[src/rtl/fetch_pkg.sv]
// -----------------------------------------------------------------------------
// fetch_pkg
// Shared types and helpers for the RV32I instruction fetch stage.
//   fetch_state_e : fetch controller states (S_HALT exists only when the
//                   FETCH_ILLEGAL_HALT_EN macro is defined).
//   fetch_entry_t : one buffered instruction word plus the PC it came from.
//   ILEN, PC_STEP : instruction width and sequential PC increment.
// -----------------------------------------------------------------------------
package fetch_pkg;

    localparam int          ILEN    = 32;
    localparam logic [31:0] PC_STEP = 32'd4;

    typedef enum logic [1:0] {
        S_BOOT  = 2'd0,
        S_FETCH = 2'd1
`ifdef FETCH_ILLEGAL_HALT_EN
        ,
        S_HALT  = 2'd2
`endif
    } fetch_state_e;

    typedef struct packed {
        logic [ILEN-1:0] instr;
        logic [ILEN-1:0] pc;
    } fetch_entry_t;

    // Force an address onto a word boundary.
    function automatic logic [31:0] align_pc(input logic [31:0] pc);
        return {pc[31:2], 2'b00};
    endfunction

    // RV32I (non-compressed) encodings always carry 2'b11 in bits [1:0].
    function automatic logic is_legal_opcode(input logic [31:0] word);
        return (word[1:0] == 2'b11);
    endfunction

endpackage

[src/rtl/fetch_chk.sv]
// -----------------------------------------------------------------------------
// fetch_chk
// Protocol checker for the fetch stage instruction buffer. The request credit
// rule means a response always has a free slot, so a push into a full buffer
// or a pop from an empty one indicates a design error.
//   i_clk, i_rst_n   : clock, asynchronous active-low reset
//   i_push, i_pop    : effective buffer push / pop
//   i_full, i_empty  : buffer occupancy flags
// -----------------------------------------------------------------------------
module fetch_chk (
    input  logic i_clk,
    input  logic i_rst_n,
    input  logic i_push,
    input  logic i_pop,
    input  logic i_full,
    input  logic i_empty
);

    a_no_push_when_full: assert property (
        @(posedge i_clk) disable iff (!i_rst_n) !(i_push && i_full)
    );

    a_no_pop_when_empty: assert property (
        @(posedge i_clk) disable iff (!i_rst_n) !(i_pop && i_empty)
    );

endmodule

[src/rtl/fetch_fifo.sv]
// -----------------------------------------------------------------------------
// fetch_fifo
// In-order synchronous FIFO of fetch_entry_t with a flush that overrides
// push and pop in the same cycle.
//   i_clk, i_rst_n : clock, asynchronous active-low reset
//   i_flush        : empty the FIFO (any push in the same cycle is dropped)
//   i_push         : write i_push_data at the tail
//   i_pop          : advance the head (caller guarantees not empty)
//   o_head         : head entry, read straight from the storage registers
//   o_full/o_empty : occupancy flags
//   o_count        : number of valid entries
// DEPTH must be a power of two, at least 2, so the pointers wrap naturally.
// -----------------------------------------------------------------------------
module fetch_fifo
    import fetch_pkg::*;
#(
    parameter int DEPTH = 4
) (
    input  logic                     i_clk,
    input  logic                     i_rst_n,
    input  logic                     i_flush,
    input  logic                     i_push,
    input  fetch_entry_t             i_push_data,
    input  logic                     i_pop,
    output fetch_entry_t             o_head,
    output logic                     o_full,
    output logic                     o_empty,
    output logic [$clog2(DEPTH):0]   o_count
);

    localparam int AW = $clog2(DEPTH);
    localparam int CW = AW + 1;

    fetch_entry_t   mem_q [DEPTH];
    fetch_entry_t   mem_d [DEPTH];
    logic [AW-1:0]  wr_ptr_q, wr_ptr_d;
    logic [AW-1:0]  rd_ptr_q, rd_ptr_d;
    logic [CW-1:0]  count_q,  count_d;
    logic           do_push_s;
    logic           do_pop_s;

    assign do_push_s = i_push && !i_flush;
    assign do_pop_s  = i_pop  && !i_flush;

    // Next-state for storage, pointers and occupancy count.
    always_comb begin
        for (int i = 0; i < DEPTH; i++) begin
            if (do_push_s && (wr_ptr_q == AW'(i))) begin
                mem_d[i] = i_push_data;
            end else begin
                mem_d[i] = mem_q[i];
            end
        end

        if (i_flush) begin
            wr_ptr_d = {AW{1'b0}};
            rd_ptr_d = {AW{1'b0}};
            count_d  = {CW{1'b0}};
        end else begin
            wr_ptr_d = do_push_s ? wr_ptr_q + AW'(1) : wr_ptr_q;
            rd_ptr_d = do_pop_s  ? rd_ptr_q + AW'(1) : rd_ptr_q;
            case ({do_push_s, do_pop_s})
                2'b10:   count_d = count_q + CW'(1);
                2'b01:   count_d = count_q - CW'(1);
                default: count_d = count_q;
            endcase
        end
    end

    // Storage and pointer registers.
    always_ff @(posedge i_clk or negedge i_rst_n) begin
        if (!i_rst_n) begin
            for (int i = 0; i < DEPTH; i++) begin
                mem_q[i] <= '{instr: 32'h0000_0000, pc: 32'h0000_0000};
            end
            wr_ptr_q <= {AW{1'b0}};
            rd_ptr_q <= {AW{1'b0}};
            count_q  <= {CW{1'b0}};
        end else begin
            for (int i = 0; i < DEPTH; i++) begin
                mem_q[i] <= mem_d[i];
            end
            wr_ptr_q <= wr_ptr_d;
            rd_ptr_q <= rd_ptr_d;
            count_q  <= count_d;
        end
    end

    assign o_head  = mem_q[rd_ptr_q];
    assign o_count = count_q;
    assign o_empty = (count_q == {CW{1'b0}});
    assign o_full  = (count_q == CW'(DEPTH));

endmodule

[src/rtl/instr_fetch.sv]
// -----------------------------------------------------------------------------
// instr_fetch
// RV32I fetch stage. Issues word-aligned requests to instruction memory using
// req/gnt with in-order rvalid responses, buffers returned words in an
// in-order FIFO and hands them to the decoder with a valid/ready handshake.
// Redirects from execute flush the buffer and discard stale responses.
//
// Ports:
//   i_clk, i_rst_n                  clock, asynchronous active-low reset
//   o_imem_req, o_imem_addr         memory request and word-aligned address
//   i_imem_gnt                      request accepted this cycle
//   i_imem_rvalid, i_imem_rdata     in-order response
//   i_redirect_valid, i_redirect_pc redirect from execute (highest priority)
//   o_instr_valid, o_instr,
//   o_instr_pc, i_instr_ready       decoder handshake
//   o_fetch_halted                  only with FETCH_ILLEGAL_HALT_EN defined
//
// Optional feature macro: FETCH_ILLEGAL_HALT_EN. When defined, a buffered
// word whose bits [1:0] are not 2'b11 halts request issue until the next
// redirect; the word itself is still delivered.
// -----------------------------------------------------------------------------
module instr_fetch
    import fetch_pkg::*;
#(
    parameter logic [31:0] RESET_PC        = 32'h0000_0000,
    parameter int          FIFO_DEPTH      = 4,
    parameter int          MAX_OUTSTANDING = 2
) (
    input  logic        i_clk,
    input  logic        i_rst_n,
    output logic        o_imem_req,
    output logic [31:0] o_imem_addr,
    input  logic        i_imem_gnt,
    input  logic        i_imem_rvalid,
    input  logic [31:0] i_imem_rdata,
    input  logic        i_redirect_valid,
    input  logic [31:0] i_redirect_pc,
    output logic        o_instr_valid,
    output logic [31:0] o_instr,
    output logic [31:0] o_instr_pc,
    input  logic        i_instr_ready
`ifdef FETCH_ILLEGAL_HALT_EN
    ,
    output logic        o_fetch_halted
`endif
);

    localparam int CW = $clog2(FIFO_DEPTH) + 1;
    localparam int OW = $clog2(MAX_OUTSTANDING + 1);

    fetch_state_e  state_q, state_d;
    logic [31:0]   pc_q, pc_d;
    // PC of the next response that will be kept (stale ones do not advance it).
    logic [31:0]   rsp_pc_q, rsp_pc_d;
    logic [OW-1:0] outstanding_q, outstanding_d;
    logic [OW-1:0] discard_q, discard_d;

    logic          req_s;
    logic          grant_s;
    logic          drop_s;
    logic          push_s;
    logic          pop_s;
    logic [31:0]   occupancy_s;
    fetch_entry_t  push_entry_s;
    fetch_entry_t  head_s;
    logic          fifo_full_s;
    logic          fifo_empty_s;
    logic [CW-1:0] fifo_count_s;

    // Reserved slots = words in flight plus words already buffered.
    assign occupancy_s = 32'(outstanding_q) + 32'(fifo_count_s);

    // Request issue: only while fetching, with a guaranteed buffer slot and
    // a free outstanding credit; a redirect suppresses the stale address.
    always_comb begin
        req_s = 1'b0;
        if ((state_q == S_FETCH) &&
            (occupancy_s < 32'(FIFO_DEPTH)) &&
            (32'(outstanding_q) < 32'(MAX_OUTSTANDING)) &&
            !i_redirect_valid) begin
            req_s = 1'b1;
        end else begin
            req_s = 1'b0;
        end
    end

    assign grant_s = req_s && i_imem_gnt;
    assign drop_s  = i_imem_rvalid && (discard_q != {OW{1'b0}});
    // A word arriving with a redirect belongs to the old path and is dropped.
    assign push_s  = i_imem_rvalid && (discard_q == {OW{1'b0}}) && !i_redirect_valid;
    assign pop_s   = !fifo_empty_s && i_instr_ready;

    assign push_entry_s = '{instr: i_imem_rdata, pc: rsp_pc_q};

    // PC, response PC, outstanding and discard bookkeeping.
    always_comb begin
        pc_d          = pc_q;
        rsp_pc_d      = rsp_pc_q;
        discard_d     = discard_q;
        outstanding_d = outstanding_q + OW'(grant_s) - OW'(i_imem_rvalid);
        if (i_redirect_valid) begin
            pc_d      = align_pc(i_redirect_pc);
            rsp_pc_d  = align_pc(i_redirect_pc);
            // Everything still in flight after this edge is stale, including
            // a request granted in this very cycle.
            discard_d = outstanding_q - OW'(i_imem_rvalid) + OW'(grant_s);
        end else begin
            pc_d      = grant_s ? pc_q + PC_STEP : pc_q;
            rsp_pc_d  = push_s  ? rsp_pc_q + PC_STEP : rsp_pc_q;
            discard_d = drop_s  ? discard_q - OW'(1'b1) : discard_q;
        end
    end

    // Fetch controller next-state logic.
    always_comb begin
        state_d = state_q;
        case (state_q)
            S_BOOT: begin
                state_d = S_FETCH;
            end
            S_FETCH: begin
`ifdef FETCH_ILLEGAL_HALT_EN
                if (push_s && !is_legal_opcode(i_imem_rdata)) begin
                    state_d = S_HALT;
                end else begin
                    state_d = S_FETCH;
                end
`else
                state_d = S_FETCH;
`endif
            end
`ifdef FETCH_ILLEGAL_HALT_EN
            S_HALT: begin
                if (i_redirect_valid) begin
                    state_d = S_FETCH;
                end else begin
                    state_d = S_HALT;
                end
            end
`endif
            default: begin
                state_d = S_BOOT;
            end
        endcase
    end

    // Controller and bookkeeping registers.
    always_ff @(posedge i_clk or negedge i_rst_n) begin
        if (!i_rst_n) begin
            state_q       <= S_BOOT;
            pc_q          <= align_pc(RESET_PC);
            rsp_pc_q      <= align_pc(RESET_PC);
            outstanding_q <= {OW{1'b0}};
            discard_q     <= {OW{1'b0}};
        end else begin
            state_q       <= state_d;
            pc_q          <= pc_d;
            rsp_pc_q      <= rsp_pc_d;
            outstanding_q <= outstanding_d;
            discard_q     <= discard_d;
        end
    end

    fetch_fifo #(
        .DEPTH       (FIFO_DEPTH)
    ) u_fifo (
        .i_clk       (i_clk),
        .i_rst_n     (i_rst_n),
        .i_flush     (i_redirect_valid),
        .i_push      (push_s),
        .i_push_data (push_entry_s),
        .i_pop       (pop_s),
        .o_head      (head_s),
        .o_full      (fifo_full_s),
        .o_empty     (fifo_empty_s),
        .o_count     (fifo_count_s)
    );

    fetch_chk u_chk (
        .i_clk   (i_clk),
        .i_rst_n (i_rst_n),
        .i_push  (push_s),
        .i_pop   (pop_s),
        .i_full  (fifo_full_s),
        .i_empty (fifo_empty_s)
    );

    assign o_imem_req    = req_s;
    assign o_imem_addr   = pc_q;
    assign o_instr_valid = !fifo_empty_s;
    assign o_instr       = head_s.instr;
    assign o_instr_pc    = head_s.pc;

`ifdef FETCH_ILLEGAL_HALT_EN
    assign o_fetch_halted = (state_q == S_HALT);
`endif

endmodule

[config.mk]
export PLATFORM = sky130hd
export DESIGN_NAME = instr_fetch
export DESIGN_NICKNAME = d
export VERILOG_FILES = /design/src/rtl/fetch_pkg.sv /design/src/rtl/fetch_chk.sv /design/src/rtl/fetch_fifo.sv /design/src/rtl/instr_fetch.sv
export SDC_FILE = /design/constraint.sdc
export NUM_CORES = 1
export LEC_CHECK = 0
export BUFFER_PORTS_ARGS = -buffer_cell sky130_fd_sc_hd__buf_2
export CAP_MARGIN = 40
export CORE_ASPECT_RATIO = 0.7
export CORE_MARGIN = 4
export CORE_UTILIZATION = 34
export DETAILED_ROUTE_END_ITERATION = 16
export HOLD_SLACK_MARGIN = 0.02
export SLEW_MARGIN = 20
export SYNTH_ARGS = -nofsm -noshare
export SYNTH_HDL_FRONTEND = slang
export SYNTH_SLANG_ARGS = --single-unit
[constraint.sdc]
create_clock -name i_clk -period 8 [get_ports i_clk]
set_input_delay 0.8 -clock i_clk [delete_from_list [all_inputs] [get_ports i_clk]]
set_output_delay 0.8 -clock i_clk [all_outputs]
set_load 0.02 [all_outputs]
==> results.cfg, run 1 <==
[outcome]
outcome = finished clean

[worst_setup_path]
crit_chain = buf_4, buf_16, mux4_2, buf_2
crit_family = flip-flops
crit_type = flip-flop to primary output
cp_slowest_cell = dfrtp_4
cp_max_fo = 30
cp-start-kind = flip-flop
r2r_slack_ns = 4.82
critPathMaxStageDelay_ns = 0.86
cp-end-kind = primary output
crit_required_ns = 7.20
cp.arrival_ns = 2.84
path_buf_inv = 3

[cells_and_area]
syn_to_final_growth_pct = 18.8
drive_above_1_share = 0.457
antenna_cells = 0
fin_area_sq_um = 17300
fin_nets = 1280

[power_and_ir_drop]
comb_power_share = 0.307
vdd_drop_max_v = 0.000178
p_clk_frac = 0.293
leakagePower_nw = 7.99
swShare = 0.322
power.internal_mw = 3.93
p_total_mw = 5.79
p_switching_mw = 1.86
power.density_nw_per_um2 = 334
pwr-share-seq = 0.400

[place]
postPlaceCellArea_sq_um = 16100
routabilityCongestion = 0.801
hpwl_um = 24100
portBuffers = 161

[timing]
skew_ns = 0.0246
tightest_slew_ns = 1.04
hold_viol_final = 0
fmax_ghz = 0.275
fin_crit_sh = 0.455
finalSetupTns_ns = 0
drv_slew = 0
rsz0062_at_grt = false
period_needed_ns = 3.64
slew_headroom = 0.309
whs_ns = 0.245
setup_violations = 0

[route]
top_layer_used = met5
drtAntennaViolNets = 0
wl_met3_um = 1740
met2WireLength_um = 16400
vias = 9323
dr.pass1.iters = 5
dr.first_iter.drc_count = 603
via_per_inst = 5.25
detail_route.wl_per_cell_um = 20.1
wl_um = 35800
drc = 0
met1Wirelength_um = 17000

[global_route]
grt_pass1_wl_um = 56600
grt_pass1_vias = 9557
grt_max_degree = 179
antenna_found_initial = 2
grtUsageTotal = 0.153
grt.overflow.total = 0

[synthesis]
synthCells = 1053
yosysSeqAreaShare = 0.549
yosysTopAreaCellShare = 0.549
synth.avg_cell_area_sq_um = 13.9
synthFlopType = dfrtp_1
ys_ff_latch = 320
synth_commonest_cells = dfrtp_1 (320), mux2_2 (248), nand2_1 (64), mux4_2 (62), clkbuf_1 (54)
synthArstFlopShare = 1.00
ys_types = 46
yosysMostFrequentCell = dfrtp_1
synth_top_cell_by_area = dfrtp_1
synth.area.top_cells = dfrtp_1 (55%), mux2_2 (19%), mux4_2 (9.6%), o21ai_0 (1.6%), nand2_1 (1.6%)
syn_area_sq_um = 14600
yosys_warnings = 0
synth-edff-count = 0

[cts]
htree_num_levels = 2
numCtsBuffers = 35
cts-root-buf = clkbuf_16
ctsHoldBuffers = 0
cts_tree = done
post_cts_buffers = 0
path_clk_slew_ns = 0.06
cts_resized = 0
cts.sinks = 320
clk_path_buf_depth = 3
clock_latency_ns = 0.53

[die]
die_w_um = 256
die_h_um = 181
core_area_sq_um = 42400
die_area_sq_um = 46400
start_util = 0.344
io_pins = 168
fp-row-count = 63

[run]
maxCapViolations = 0

[worst_hold_path]
hold_path.class = input port to async pin
-- flip-flops by register name, summed over array words and instances (netlist names) --
name and cells:
discard_q 2, o_imem_addr 30, outstanding_q 2, rsp_pc_q 30, state_q 1, u_fifo.mem_q 248, u_fifo.o_count 3, u_fifo.rd_ptr_q 2
u_fifo.wr_ptr_q 2
-- stage by stage --
stage	worst slack (ns)	util	instances
3_3_place_gp	4.53	0.376	1706
6_report	4.36	0.409	1777
5_1_grt	4.15	0.409	1777
2_1_floorplan	4.86	-	1056
3_5_place_dp	4.49	0.379	1712
4_1_cts	4.06	0.408	1775
-- power groups by stage --
stage | combinational, mW | sequential (mW) | clock, mW
floorplan | 1.29 | 2.23 | 0
global placement | 1.75 | 2.32 | 0
detailed placement | 1.80 | 2.34 | 0
CTS | 1.80 | 2.32 | 1.76
global route | 1.92 | 2.38 | 1.83
finish | 1.78 | 2.32 | 1.70
-- cell type report --
class,instances,area [sq um]
clock buffers,50,1050
clock inverters,13,165
fillers,3943,25100
inverters,10,37.5
multi-input cells,654,6290
flip-flops and latches,320,8010
well taps,552,691
repair buffers,178,1090
-- worst paths after layout --
kind | endpoint | cells after the start | startpoint
hold reg to reg | u_fifo.mem_q[205]$_DFFE_PN0P_ | 2 | u_fifo.mem_q[205]$_DFFE_PN0P_
setup / recovery | o_instr_pc[13] | 4 | u_fifo.rd_ptr_q[0]$_DFFE_PN0P_
max in group asynchronous | u_fifo.rd_ptr_q[0]$_DFFE_PN0P_ | 2 | i_rst_n
setup reg to reg | discard_q[1]$_DFFE_PN0P_ | 12 | u_fifo.o_count[1]$_DFFE_PN0P_
min in group i_clk | u_fifo.mem_q[205]$_DFFE_PN0P_ | 2 | u_fifo.mem_q[205]$_DFFE_PN0P_
hold / removal | u_fifo.mem_q[229]$_DFFE_PN0P_ | 1 | i_rst_n
-- per-layer routing --
layer / track usage / vias up
met1: 0.223 / 4889
met3: 0.0343 / 64
met2: 0.232 / 185
met4: 0.0377 / 2
met5: 0 / -
li1: - / 4183
-- cells by family (layout without fill, tap and decap cells) --
group,count (synthesis),in the layout,share of synthesized area
other,2,5,0.000514
adders and majority gates,11,11,0.00994
and+or+nand+nor,196,196,0.0689
AOI/OAI and AO/OA,94,94,0.0391
buffers and inverters,82,251,0.0231
xor gates and xnor gates,36,36,0.0216
DFF,320,320,0.549
muxes,312,312,0.288
-- placed cells by master (no fill, tap or decap), drive strengths merged, types with 2 or more instances in the layout --
master    n
mux4     62
nand4    23
inv      12
dfrtp   320
or3       9
o211ai   15
bufinv    3
nand3    35
or4       3
nor2     26
o21ai    48
xnor2    17
xor2     19
nor3      7
a31oi     6
clkinv    7
clkbuf   51
mux2    248
o221ai    2
nor4      5
and3     11
o311ai    9
a21oi    10
nand2    64
and4      5
conb      5
and2      2
buf     177
mux2i     2
ha       10
Note: power is estimated with default switching activity, not from simulation.
==> run 2: changes to the inputs <==
ABC_AREA = 1   (was default)
clock period = 3.08 ns   (was 8 ns; I/O delays follow)
==> results.cfg, run 2 <==
[timing]
whs_ns = 0.0530
setup_violations = 0
drv_slew = 0
rsz0062_at_grt = false
fin_crit_sh = 0.920
finalSetupTns_ns = 0
tightest_slew_ns = 0.820
slew_headroom = 0.453
period_needed_ns = 2.83
skew_ns = 0.0229
worst_slack_ns = 0.246
fmax_ghz = 0.353
hold_viol_final = 0

[die]
die_w_um = 262
fp-row-count = 64
die_area_sq_um = 48700
die_h_um = 186
io_pins = 168
core_area_sq_um = 44100
start_util = 0.348

[cells_and_area]
final_common_cell = nand2_1
syn_to_final_growth_pct = 17.9
final_cell_mix = nand2_1 (523), o21ai_0 (403), dfrtp_1 (318)
fillers = 4455
drive_above_1_share = 0.133
largest_register = u_fifo.mem_q
largest_reg_flops = 248
regArea_sq_um = 8010
fin_nets = 2129
multi_input_area_sq_um = 6390

[synthesis]
synthArstFlopShare = 1.00
yosys_warnings = 0
synth_commonest_cells = nand2_1 (527), o21ai_0 (403), dfrtp_1 (320), nor2_1 (219), inv_1 (121)
ys_types = 38
syn_area_sq_um = 15300
synthFlopType = dfrtp_1
synth.avg_cell_area_sq_um = 7.94
ys_ff_latch = 320
synth-edff-count = 0
synth.area.top_cells = dfrtp_1 (52%), o21ai_0 (13%), nand2_1 (13%), nor2_1 (5.4%), inv_1 (3.0%)
synthCells = 1932
yosysMostFrequentCell = nand2_1
synth_top_cell_by_area = dfrtp_1
yosysTopAreaCellShare = 0.522
yosysSeqAreaShare = 0.522

[worst_hold_path]
hold_path.class = input port to flip-flop

[run]
maxCapViolations = 0

[route]
detail_route.wl_per_cell_um = 16.8
dr.pass1.iters = 6
wl_um = 44800
dr.first_iter.drc_count = 1196
drc = 0
drtAntennaViolNets = 0
via_per_inst = 5.07
vias = 13539

[power_and_ir_drop]
vdd_drop_max_v = 0.000427
power.density_nw_per_um2 = 839
leakagePower_nw = 8.70

[cts]
cts.sinks = 320
clock_latency_ns = 0.54
cts_tree = done
clk_path_buf_depth = 3
htree_num_levels = 2
cts_resized = 0
numCtsBuffers = 36
path_clk_slew_ns = 0.06
cts-root-buf = clkbuf_16

[worst_setup_path]
cp.arrival_ns = 2.53
cp-end-kind = primary output
crit_type = flip-flop to primary output
cp_max_fo = 32
cp-start-kind = flip-flop
crit_required_ns = 2.77

[place]
routabilityCongestion = 0.949
pre_cts_slack_ns = 0.734
hpwl_um = 28600
portBuffers = 161

[global_route]
grt_pass1_vias = 12805
antenna_found_initial = 1
grt_max_degree = 125
grt_pass1_wl_um = 71100
grtUsageTotal = 0.182
grt.overflow.total = 0

[outcome]
outcome = finished clean
run 2: cell count changes in the layout (fill, tap and decap cells not counted), sizes merged, moves of 10 or more:
| cell | before | now |
|---|---|---|
| nand4 | 23 | 6 |
| o22ai | 0 | 62 |
| inv | 12 | 127 |
| nand3 | 35 | 52 |
| and3 | 11 | 0 |
| nor2 | 26 | 229 |
| nand2 | 64 | 532 |
| mux4 | 62 | 0 |
| mux2 | 248 | 0 |
| xnor2 | 17 | 7 |
| o21ai | 48 | 406 |
run 2: path summary, 6_finish.rpt:
kind                       cells after the start  slack (ns)                            from                            end
setup reg to reg                              12        0.85      outstanding_q[1]$_DFF_PN0_       discard_q[1]$_DFFE_PN0P_
hold reg to reg                                2        0.48    u_fifo.mem_q[92]$_DFFE_PN0P_   u_fifo.mem_q[92]$_DFFE_PN0P_
max in group asynchronous                      3        1.80                         i_rst_n   u_fifo.mem_q[11]$_DFFE_PN0P_
hold / removal                                 3        0.05                i_redirect_pc[8]        rsp_pc_q[8]$_DFFE_PN0N_
setup / recovery                               5        0.25  u_fifo.rd_ptr_q[0]$_DFFE_PN0P_                 o_instr_pc[31]
min in group asynchronous                      2        0.40                         i_rst_n  u_fifo.mem_q[231]$_DFFE_PN0P_
run 2: final cells by class:
| type | count | area share |
|---|---|---|
| Timing Repair Buffer | 185 | 0.0642 |
| Tap cell | 594 | 0.0411 |
| Sequential cell | 320 | 0.443 |
| Clock inverter | 14 | 0.0130 |
| Antenna cell | 1 | 0.000138 |
| Clock buffer | 51 | 0.0590 |
| Multi-Input combinational cell | 1377 | 0.353 |
| Inverter | 128 | 0.0268 |
run 2: stage by stage:
stage / cells / area (sq um) / utilization / power (mW)
3_5_place_dp: 2600 / 16700 / 0.379 / 10.6
4_1_cts: 2668 / 18100 / 0.409 / 15.3
6_report: 2670 / 18100 / 0.410 / 15.2
5_1_grt: 2669 / 18100 / 0.410 / 16.2
3_3_place_gp: 2600 / 16700 / 0.379 / 10.5
2_1_floorplan: 1935 / 15400 / - / 8.84
run 2: worst max-delay path: stages (launching register included):
cell	delay (ns)
dfrtp_4	0.63
clkinv_2	0.25
buf_4	0.38
o21ai_0	0.15
o22ai_1	0.34
buf_2	0.24
run 2: per-layer routing:
metal | share of wire | global-route usage | up-vias
li1 | - | - | 6542
met1 | 0.48 | 0.275 | 6501
met2 | 0.43 | 0.269 | 440
met3 | 0.069 | 0.0348 | 56
met4 | 0.020 | 0.0444 | 0
met5 | 0 | 0 | -
run 2: kinds of logic after synthesis:
group           after synthesis  share of synthesized area
simple gates                831                      0.215
xor+xnor                     24                     0.0137
compound gates              505                      0.174
buf+inv                     238                     0.0645
fa+ha+maj                    11                    0.00946
flops                       320                      0.522
mux                           1                   0.000652
other cells                   2                   0.000489
run 2: power breakdown:
group	leakage, nW	internal, mW	switching [mW]
clock network	0.639	2.85	1.81
logic	3.83	1.58	3.16
registers	4.23	5.14	0.637
total	8.70	9.58	5.60
run 2: what timing repair did:
item	in CTS	in global routing
endpoints found under the hold margin	85	0
setup buffers	0	1
hold buffers	3	0
endpoints found under the setup margin	0	1
